<file path="src/rtl/grad_pkg.sv">
// Shared types and helpers for the finite-difference gradient-step engine.
package grad_pkg;

  typedef enum logic [2:0] {
    S_IDLE,
    S_BASE,
    S_PERT,
    S_STEP,
    S_DONE
  } state_t;

  // Working width wide enough for any shifted product at legal parameter sizes.
  localparam int SAT_IN_W = 128;

  // Gradient register: difference of two VAL_W values, pre-shifted by up to FRAC_W.
  function automatic int grad_w_of(input int val_w, input int frac_w);
    return val_w + frac_w + 1;
  endfunction

  function automatic int prod_w_of(input int grad_w, input int val_w);
    return grad_w + val_w;
  endfunction

  // Clamp a signed value to the range of a data_w-bit signed number.
  function automatic logic signed [SAT_IN_W-1:0] sat_to_w(input logic signed [SAT_IN_W-1:0] v,
                                                          input int data_w);
    logic signed [SAT_IN_W-1:0] hi;
    logic signed [SAT_IN_W-1:0] lo;
    hi = (SAT_IN_W'(1) << (data_w - 1)) - SAT_IN_W'(1);
    lo = ~hi;
    if (v > hi) return hi;
    else if (v < lo) return lo;
    else return v;
  endfunction

  // Low bit of packed slot `dim` in a vector of `w`-bit slots.
  function automatic int slot_lo(input int dim, input int w);
    return dim * w;
  endfunction

endpackage

</file>
<file path="src/rtl/grad_diff_sat.sv">
// Combinational step datapath: diff = sat((grad * lr) >>> FRAC_W) to DATA_W bits.
module grad_diff_sat
  import grad_pkg::*;
#(
  parameter int DATA_W = 16,
  parameter int FRAC_W = 8,
  parameter int VAL_W  = 32,
  parameter int GRAD_W = 41
) (
  input  logic [GRAD_W-1:0] grad,
  input  logic [VAL_W-1:0]  lr,
  output logic [DATA_W-1:0] diff,
  output logic              sat
);

  localparam int PROD_W = prod_w_of(GRAD_W, VAL_W);

  logic signed [PROD_W-1:0]   prod;
  logic signed [SAT_IN_W-1:0] shifted;
  logic signed [SAT_IN_W-1:0] clamped;

  always_comb begin
    prod    = $signed(grad) * $signed(lr);
    // Arithmetic shift rounds toward -inf, matching the descent controller's model.
    shifted = $signed({{(SAT_IN_W-PROD_W){prod[PROD_W-1]}}, prod}) >>> FRAC_W;
    clamped = sat_to_w(shifted, DATA_W);
    diff    = clamped[DATA_W-1:0];
    sat     = (clamped != shifted);
  end

endmodule

</file>
<file path="src/rtl/grad_step_engine.sv">
// Finite-difference gradient-step engine driving one shared evaluator.
// Define GRAD_CENTRAL_DIFF_EN for central differences (two evaluations per dimension).
module grad_step_engine
  import grad_pkg::*;
#(
  parameter int N_DIM   = 4,
  parameter int DATA_W  = 16,
  parameter int FRAC_W  = 8,
  parameter int VAL_W   = 32,
  parameter int H_SHIFT = 1,
  parameter logic [N_DIM*VAL_W-1:0] LR = {N_DIM{32'h0000_0010}}
) (
  input  logic                    clk,
  input  logic                    rst_n,
  input  logic                    start,
  input  logic [N_DIM*DATA_W-1:0] x_in,
  output logic                    busy,
  output logic                    done,
  output logic [VAL_W-1:0]        value_out,
  output logic [N_DIM*DATA_W-1:0] diff_out,
  output logic [N_DIM-1:0]        sat_out,
  output logic                    overflow,
  output logic                    eval_req,
  output logic [N_DIM*DATA_W-1:0] eval_x,
  input  logic                    eval_ack,
  input  logic [VAL_W-1:0]        eval_z,
  input  logic                    eval_ovf
);

  localparam int GRAD_W = grad_w_of(VAL_W, FRAC_W);
  localparam int DIM_W  = (N_DIM > 1) ? $clog2(N_DIM) : 1;
`ifdef GRAD_CENTRAL_DIFF_EN
  localparam bit CENTRAL = 1'b1;
`else
  localparam bit CENTRAL = 1'b0;
`endif
  localparam int               G_SHIFT  = CENTRAL ? (FRAC_W - H_SHIFT - 1) : (FRAC_W - H_SHIFT);
  localparam logic [DATA_W:0]  H_VAL    = (DATA_W+1)'(1) << H_SHIFT;
  localparam logic [DIM_W-1:0] LAST_DIM = DIM_W'(N_DIM - 1);

  state_t                  state, state_next;
  logic [DIM_W-1:0]        dim;
  logic                    phase;      // central mode: 0 = x+h pending, 1 = x-h pending
  logic [N_DIM*DATA_W-1:0] x_buf;
  logic [VAL_W-1:0]        z_base, z_plus;
  logic [GRAD_W-1:0]       grad;
  logic                    ovf_acc;
  logic [N_DIM-1:0]        sat_acc;
  logic [N_DIM*DATA_W-1:0] diff_buf;

  logic [DATA_W-1:0]       coord, pert_coord;
  logic [DATA_W:0]         coord_ext, pert_ext;
  logic                    plus_sel, pert_clamp;
  logic [VAL_W-1:0]        z_hi;
  logic [GRAD_W-1:0]       grad_next;
  logic [VAL_W-1:0]        lr_sel;
  logic [DATA_W-1:0]       step_diff;
  logic                    step_sat;
  logic [N_DIM*DATA_W-1:0] diff_next;
  logic [N_DIM-1:0]        sat_next;

  // NOTE: every variable assigned in always_comb gets a default first, so no latch is inferred.
  always_comb begin
    coord      = x_buf[slot_lo(int'(dim), DATA_W) +: DATA_W];
    coord_ext  = {coord[DATA_W-1], coord};
    plus_sel   = CENTRAL && !phase;
    pert_ext   = plus_sel ? (coord_ext + H_VAL) : (coord_ext - H_VAL);
    pert_clamp = (pert_ext[DATA_W] != pert_ext[DATA_W-1]);
    pert_coord = pert_ext[DATA_W-1:0];
    if (pert_clamp)
      pert_coord = plus_sel ? {1'b0, {(DATA_W-1){1'b1}}} : {1'b1, {(DATA_W-1){1'b0}}};

    z_hi      = CENTRAL ? z_plus : z_base;
    grad_next = ({{(GRAD_W-VAL_W){z_hi[VAL_W-1]}}, z_hi}
               - {{(GRAD_W-VAL_W){eval_z[VAL_W-1]}}, eval_z}) << G_SHIFT;

    lr_sel    = LR[slot_lo(int'(dim), VAL_W) +: VAL_W];
    diff_next = diff_buf;
    diff_next[slot_lo(int'(dim), DATA_W) +: DATA_W] = step_diff;
    sat_next  = sat_acc;
    sat_next[dim] = step_sat;
  end

  grad_diff_sat #(
    .DATA_W (DATA_W),
    .FRAC_W (FRAC_W),
    .VAL_W  (VAL_W),
    .GRAD_W (GRAD_W)
  ) u_diff_sat (
    .grad (grad),
    .lr   (lr_sel),
    .diff (step_diff),
    .sat  (step_sat)
  );

  // NOTE: sequential state uses non-blocking assignments so every register samples pre-edge values.
  always_ff @(posedge clk) begin
    if (!rst_n) state <= S_IDLE;
    else        state <= state_next;
  end

  always_comb begin
    state_next = state;
    unique case (state)
      S_IDLE:  if (start) state_next = S_BASE;
      S_BASE:  if (eval_ack) state_next = S_PERT;
      S_PERT:  if (eval_ack && (!CENTRAL || phase)) state_next = S_STEP;
      S_STEP:  state_next = (dim == LAST_DIM) ? S_DONE : S_PERT;
      S_DONE:  state_next = S_IDLE;
      default: state_next = S_IDLE;
    endcase
  end

  always_comb begin
    eval_req = (state == S_BASE) || (state == S_PERT);
    eval_x   = x_buf;
    if (state == S_PERT) eval_x[slot_lo(int'(dim), DATA_W) +: DATA_W] = pert_coord;
    busy     = (state != S_IDLE);
    done     = (state == S_DONE);
  end

  // Results load on the edge into DONE so they are valid while done is high.
  always_ff @(posedge clk) begin
    if (!rst_n) begin
      dim       <= '0;
      phase     <= 1'b0;
      x_buf     <= '0;
      z_base    <= '0;
      z_plus    <= '0;
      grad      <= '0;
      ovf_acc   <= 1'b0;
      sat_acc   <= '0;
      diff_buf  <= '0;
      value_out <= '0;
      diff_out  <= '0;
      sat_out   <= '0;
      overflow  <= 1'b0;
    end else begin
      unique case (state)
        S_IDLE: if (start) begin
          x_buf   <= x_in;
          ovf_acc <= 1'b0;
          sat_acc <= '0;
          dim     <= '0;
          phase   <= 1'b0;
        end
        S_BASE: if (eval_ack) begin
          z_base  <= eval_z;
          ovf_acc <= ovf_acc | eval_ovf;
        end
        S_PERT: if (eval_ack) begin
          ovf_acc <= ovf_acc | eval_ovf | pert_clamp;
          if (CENTRAL && !phase) begin
            z_plus <= eval_z;
            phase  <= 1'b1;
          end else begin
            grad  <= grad_next;
            phase <= 1'b0;
          end
        end
        S_STEP: begin
          diff_buf <= diff_next;
          sat_acc  <= sat_next;
          if (dim == LAST_DIM) begin
            value_out <= z_base;
            diff_out  <= diff_next;
            sat_out   <= sat_next;
            overflow  <= ovf_acc;
          end else begin
            dim <= dim + 1'b1;
          end
        end
        default: ;
      endcase
    end
  end

endmodule

</file>
<file path="config.mk">
export PLATFORM = sky130hd
export DESIGN_NAME = grad_step_engine
export DESIGN_NICKNAME = d
export VERILOG_FILES = /design/src/rtl/grad_pkg.sv /design/src/rtl/grad_diff_sat.sv /design/src/rtl/grad_step_engine.sv
export SDC_FILE = /design/constraint.sdc
export NUM_CORES = 1
export LEC_CHECK = 0
export ABC_AREA = 1
export BUFFER_PORTS_ARGS = -buffer_cell sky130_fd_sc_hd__clkbuf_2
export CORE_ASPECT_RATIO = 1.25
export CORE_MARGIN = 4
export CORE_UTILIZATION = 30
export DETAILED_ROUTE_END_ITERATION = 8
export SYNTH_ARGS = -nofsm -noshare
export SYNTH_HDL_FRONTEND = slang
export SYNTH_SLANG_ARGS = --single-unit
export TNS_END_PERCENT = 20
</file>
<file path="constraint.sdc">
create_clock -name clk -period 3.2 [get_ports clk]
set_input_delay 0.32 -clock clk [delete_from_list [all_inputs] [get_ports clk]]
set_output_delay 0.32 -clock clk [all_outputs]
set_load 0.03 [all_outputs]
</file>
Yosys cells after proc, flatten, opt, wreduce, memory -nomap -nowiden

Index checks and enable logic that the tools add are counted.

Memories kept: 0
Bits in read-only memories: 0
Word-level logic and storage cells: 76
Bits in registers: 304
Output and inout bits: 168
Memory bits (writable): 0
Latch bits: 0
Input port bits: 101

Equality and inequality tests: 11
Reductions and logical operators: 14
Mux-type cells: 23
Bitwise gates (word level): 2
$mul: 1
Div/mod/pow operators: 0
$add $sub $neg: 4
Shift operators: 5
Magnitude comparators: 4

Operators with widths:

| operator                    | number |
|---|---|
| $mux W128                   | 2 |
| $bwmux W64                  | 2 |
| $ne A128 B65 Y1             | 1 |
| $shiftx A128 B8 Y32 const A | 1 |
| $shiftx A16 B33 Y64         | 2 |
| $gt A65 B16 Y1 const B      | 1 |
| $lt A65 B16 Y1 const B      | 1 |
| $mul A33 B32 Y65            | 1 |
| $mux W64                    | 1 |
| $shift A16 B33 Y64 const A  | 1 |
| $shiftx A64 B7 Y16          | 1 |
| $neg A6 Y33                 | 1 |
| $sub A32 B32 Y33            | 1 |
| $sub A16 B3 Y17 const B     | 1 |
| $mux W16                    | 1 |
| $mux W3                     | 4 |
| $pmux W3 S4                 | 1 |
| $reduce_and A2 Y1           | 5 |
| $ne A2 B2 Y1 const B        | 4 |
| $pmux W4 S2                 | 1 |
| $eq A3 B2 Y1 const B        | 2 |
| $reduce_and A3 Y1           | 2 |
| $reduce_bool A3 Y1          | 2 |
| $bwmux W4                   | 1 |
| 19 further kinds            | 24 |

Depth between registers and ports, before layout

Depth in word-level cells: 8
Depth in mapped cells: 17
Mapped depth without buffers: 16

Cells and area by module

From an unflattened synthesis, not the netlist that was laid out.

Cell total of the unflattened synthesis: 8820
Area total of the unflattened synthesis: 64847.2 um^2

Modules (own cells, without submodules):

| module           | area each (um^2) | sequential area each (um^2) | times used | cells each |
|---|---|---|---|---|
| grad_diff_sat    | 48704.2          | 0.0                         | 1          | 6398 |
| grad_step_engine | 16143.0          | 6065.8                      | 1          | 2422 |

Worst setup path before layout

OpenSTA, ideal clock, no wires.

Kind: reg-to-output
From: register dim[0]
To: output eval_x[23]
Cell stages (with the launch flop): 18
Data required time: 2880 ps
Setup slack: -130 ps
Arrival time: 3010 ps
Buffers on the path: 1
Cell sequence: dfxtp_1 > inv_2 > nand2_1 > nand3_1 > nand2_2 > ha_1 > inv_1 > nor2_4 > nand4_2 > nor3_1 > xnor2_1 > ha_1 > inv_1 > buf_2 > nand3_1 > nor2_1 > nand2_1 > o22ai_1

Longest elaborated chain between the ends: 7
Elaborated cells on any way between the ends: 9
Classes of those cells: 2 x add/sub; 1 x eq/ne; 3 x shift; 3 x mux

RTL lines:

| item                     | RTL line                | text |
|---|---|---|
| start: declaration       | grad_step_engine.sv:42  | `logic [DIM_W-1:0] dim;` |
| start signal: assignment | grad_step_engine.sv:170 | `dim <= dim + 1'b1;` |
| $shiftx A64 B7 Y16       | grad_step_engine.sv:64  | `coord = x_buf[slot_lo(int'(dim), DATA_W) +: DATA_W];` |
| $sub A16 B3 Y17          | grad_step_engine.sv:67  | `pert_ext = plus_sel ? (coord_ext + H_VAL) : (coord_ext - H_VAL);` |
| $ne A1 B1 Y1             | grad_step_engine.sv:68  | `pert_clamp = (pert_ext[DATA_W] != pert_ext[DATA_W-1]);` |
| $mux W16                 | grad_step_engine.sv:70  | `if (pert_clamp)` |
| $shiftx A16 B33 Y64      | grad_step_engine.sv:117 | `if (state == S_PERT) eval_x[slot_lo(int'(dim), DATA_W) +: DATA_W] = pert_coord;` |
| $bwmux W64 (*)           | grad_step_engine.sv:117 |  |
| $mux W64 (*)             | grad_step_engine.sv:117 |  |
| end: declaration         | grad_step_engine.sv:24  | `output logic [N_DIM*DATA_W-1:0] eval_x,` |

Every way passes the cells marked *; elsewhere a longest branch is shown, timed or not.

Worst setup path after layout

From: register dim[0]
To: output eval_x[22]

Same word-level chain as after synthesis.

==> qor.csv <==
metric;value;unit
cts-root-buf;clkbuf_16;
clk_pin_slew;60;ps
nNetsFinal;2931;
setup_violations;62;
synth_area;16660;um2
htree_levels;2;
hpwl;42.94;mm
gp_congestion;0.9388;
multi_input_area;8830;um2
io_buffers;268;
vias_per_cell;4.829;
synth-seq-cells;303;
num-fill-cells;5888;
violations;negative setup slack;
worstSetupPathType;register to primary output;
drv_cap;0;
antenna_found_initial;2;
worst_slew_pin_slew;1065;ps
die_h;271.5;um
layout-drive-gt1-share;21.04;%
cts.sinks;303;
fp.coreArea;54890;um2
finalCritPeriodShare;112.7;%
grt_pass1_wl;91.02;mm
synth.distinct_cells;43;
grt-ovfl-total;0;
area_delta_synth_final;28.47;%
drcViolationCount;0;
ys_seq_area_share;36.40;%
clockBufferDepth;3;
grtUsageTotal;19.15;%
fp.dieW;218.8;um
yosys_warnings;0;
clock_latency;550;ps
drtPass1Iterations;6;
start_util;30.36;%
end_kind;primary output;
pin_count;269;
startpoint_type;register;
power.leakage;10.23;nW
row_count;96;
numCtsBuffers;37;
rsz0062_at_grt;yes;
cts_tree;yes;
post-route-min-period;3608;ps
syn_inst;2499;
first_iter_violations;1166;
max_slew_margin;29.00;%
fin_skew;13.42;ps
final_cell_mix;448 x nand2_1, 394 x inv_1, 301 x dfxtp_1;
grt_pass1_vias;16176;
outcome;finished, violations left;
drv_slew;0;
die_area;59400;um2
vdd_drop_max;0.4277;mV
pre_cts_slack;-62.21;ps
timing.fmax;277.2;MHz
worstPathRequired;2880;ps
vias;17143;
crit_fanout;23;
seqCellArea;6071;um2
postRouteAntennaNets;0;
wl_per_cell;16.78;um
r2r_slack;430;ps
critPathArrivalTime;3290;ps
grt_max_degree;123;
postSynthAreaPerCell;6.668;um2
holdWs;42.51;ps
syn_nets;2642;
drt_wl_total;59.59;mm
power_density;621.7;nW/um2
min_path_type;input port to register;
final_core_util;39.00;%
hold_violations;0;
fin_ws;-407.6;ps
layout_commonest_cell;nand2_1;
-- synth_stat cells, drive strengths merged --
master	n	area [um2]
a21boi	1	7.510
a21oi	207	1040
a22oi	13	97.59
and3	4	25.02
buf	64	379.1
clkbuf	74	277.8
clkinv	3	16.27
dfxtp	303	6066
fa	1	20.02
ha	41	513.0
inv	412	1546
nand2	485	1888
nand3	199	1051
nand3b	2	15.01
nand4	51	325.3
nor2	240	983.4
nor3	8	40.04
nor4	3	33.78
o211ai	39	292.8
o21a	62	465.5
o21ai	222	1119
o21bai	14	105.1
o22ai	30	187.7
or2	6	37.54
xnor2	5	43.79
xor2	10	87.58
-- routing by layer --
layer / share of wire (%) / global-route usage [%] / up-vias
met5: 0.013 / 0 / -
met4: 3.8 / 7.170 / 2
met3: 4.8 / 2.989 / 142
met2: 50 / 33.80 / 461
met1: 41 / 23.33 / 7878
li1: - / - / 8660
-- stage by stage --
| step | instances | TNS, ps | area (um2) | power (mW) |
|---|---|---|---|---|
| floorplan | 2499 | -459.4 | 16660 | 6.669 |
| global placement | 3458 | -18.46 | 19090 | 8.365 |
| detailed placement | 3458 | -138.4 | 19090 | 8.367 |
| CTS | 3542 | -21600 | 20960 | 13.13 |
| global route | 3550 | -26360 | 21410 | 14.01 |
| finish | 3550 | -17520 | 21410 | 13.31 |
-- sequential cells by signal, summed over array words and instances, names as in the netlist --
register	flops
diff_buf	64
diff_out	64
x_buf	64
grad	33
value_out	32
z_base	32
sat_out	4
sat_acc	3
state	3
dim	2
overflow	1
ovf_acc	1
-- cell type report --
| cell class | instances | area share [%] |
|---|---|---|
| Antenna cell | 1 | 0.01169 |
| Clock buffer | 50 | 4.787 |
| Clock inverter | 15 | 1.029 |
| Inverter | 415 | 7.417 |
| Multi-Input combinational cell | 1643 | 41.24 |
| Sequential cell | 303 | 28.36 |
| Tap cell | 735 | 4.296 |
| Timing Repair Buffer | 388 | 12.86 |
-- worst max-delay path, stage by stage, from the launching register on --
cell	delay, ps
dfxtp_4	380
buf_12	170
nand2_1	100
nand3_2	110
buf_4	150
buf_4	120
buf_4	120
buf_4	120
buf_4	120
buf_4	120
buf_4	120
buf_4	120
buf_4	120
buf_4	120
nand4_1	130
nand3_4	100
nor2_4	130
nand2_2	70
o21ai_2	150
buf_6	150
-- power breakdown --
part           internal (mW)  switching, mW  total, mW
logic                   1.69           2.97       4.66
clock network           2.66           1.73       4.39
registers               4.06          0.201       4.26
total                   8.40           4.91       13.3
-- timing repair --
action / 4_1_cts / 5_1_grt
pin swaps: 16 / 15
gates cloned: 0 / 1
endpoints found under the hold margin: 5 / 0
buffers inserted: 14 / 6
endpoints found under the setup margin: 64 / 64
hold buffers: 5 / 0
resized for setup: 128 / 141
-- path summary, 6_finish.rpt --
path | cells past startpoint | from | end
max reg2reg | 18 | dim[0]$_SDFFE_PN0P_ | ovf_acc$_SDFFE_PN0P_
max | 19 | dim[0]$_SDFFE_PN0P_ | eval_x[22]
min | 3 | eval_z[12] | z_base[12]$_SDFFE_PN0P_
min reg2reg | 2 | sat_acc[1]$_SDFFE_PN0P_ | sat_acc[1]$_SDFFE_PN0P_
-- kinds of logic (layout without fill, tap and decap cells) --
kind of cell	Yosys count	after routing	synth area share, %
compound gates	588	588	19.89
simple gates	998	998	26.40
fa+ha+maj	42	42	3.199
flops	303	303	36.40
xor+xnor	15	15	0.7884
other cells	0	1	0
buf+inv	553	868	13.32
Power figures use the tool's default switching activity.
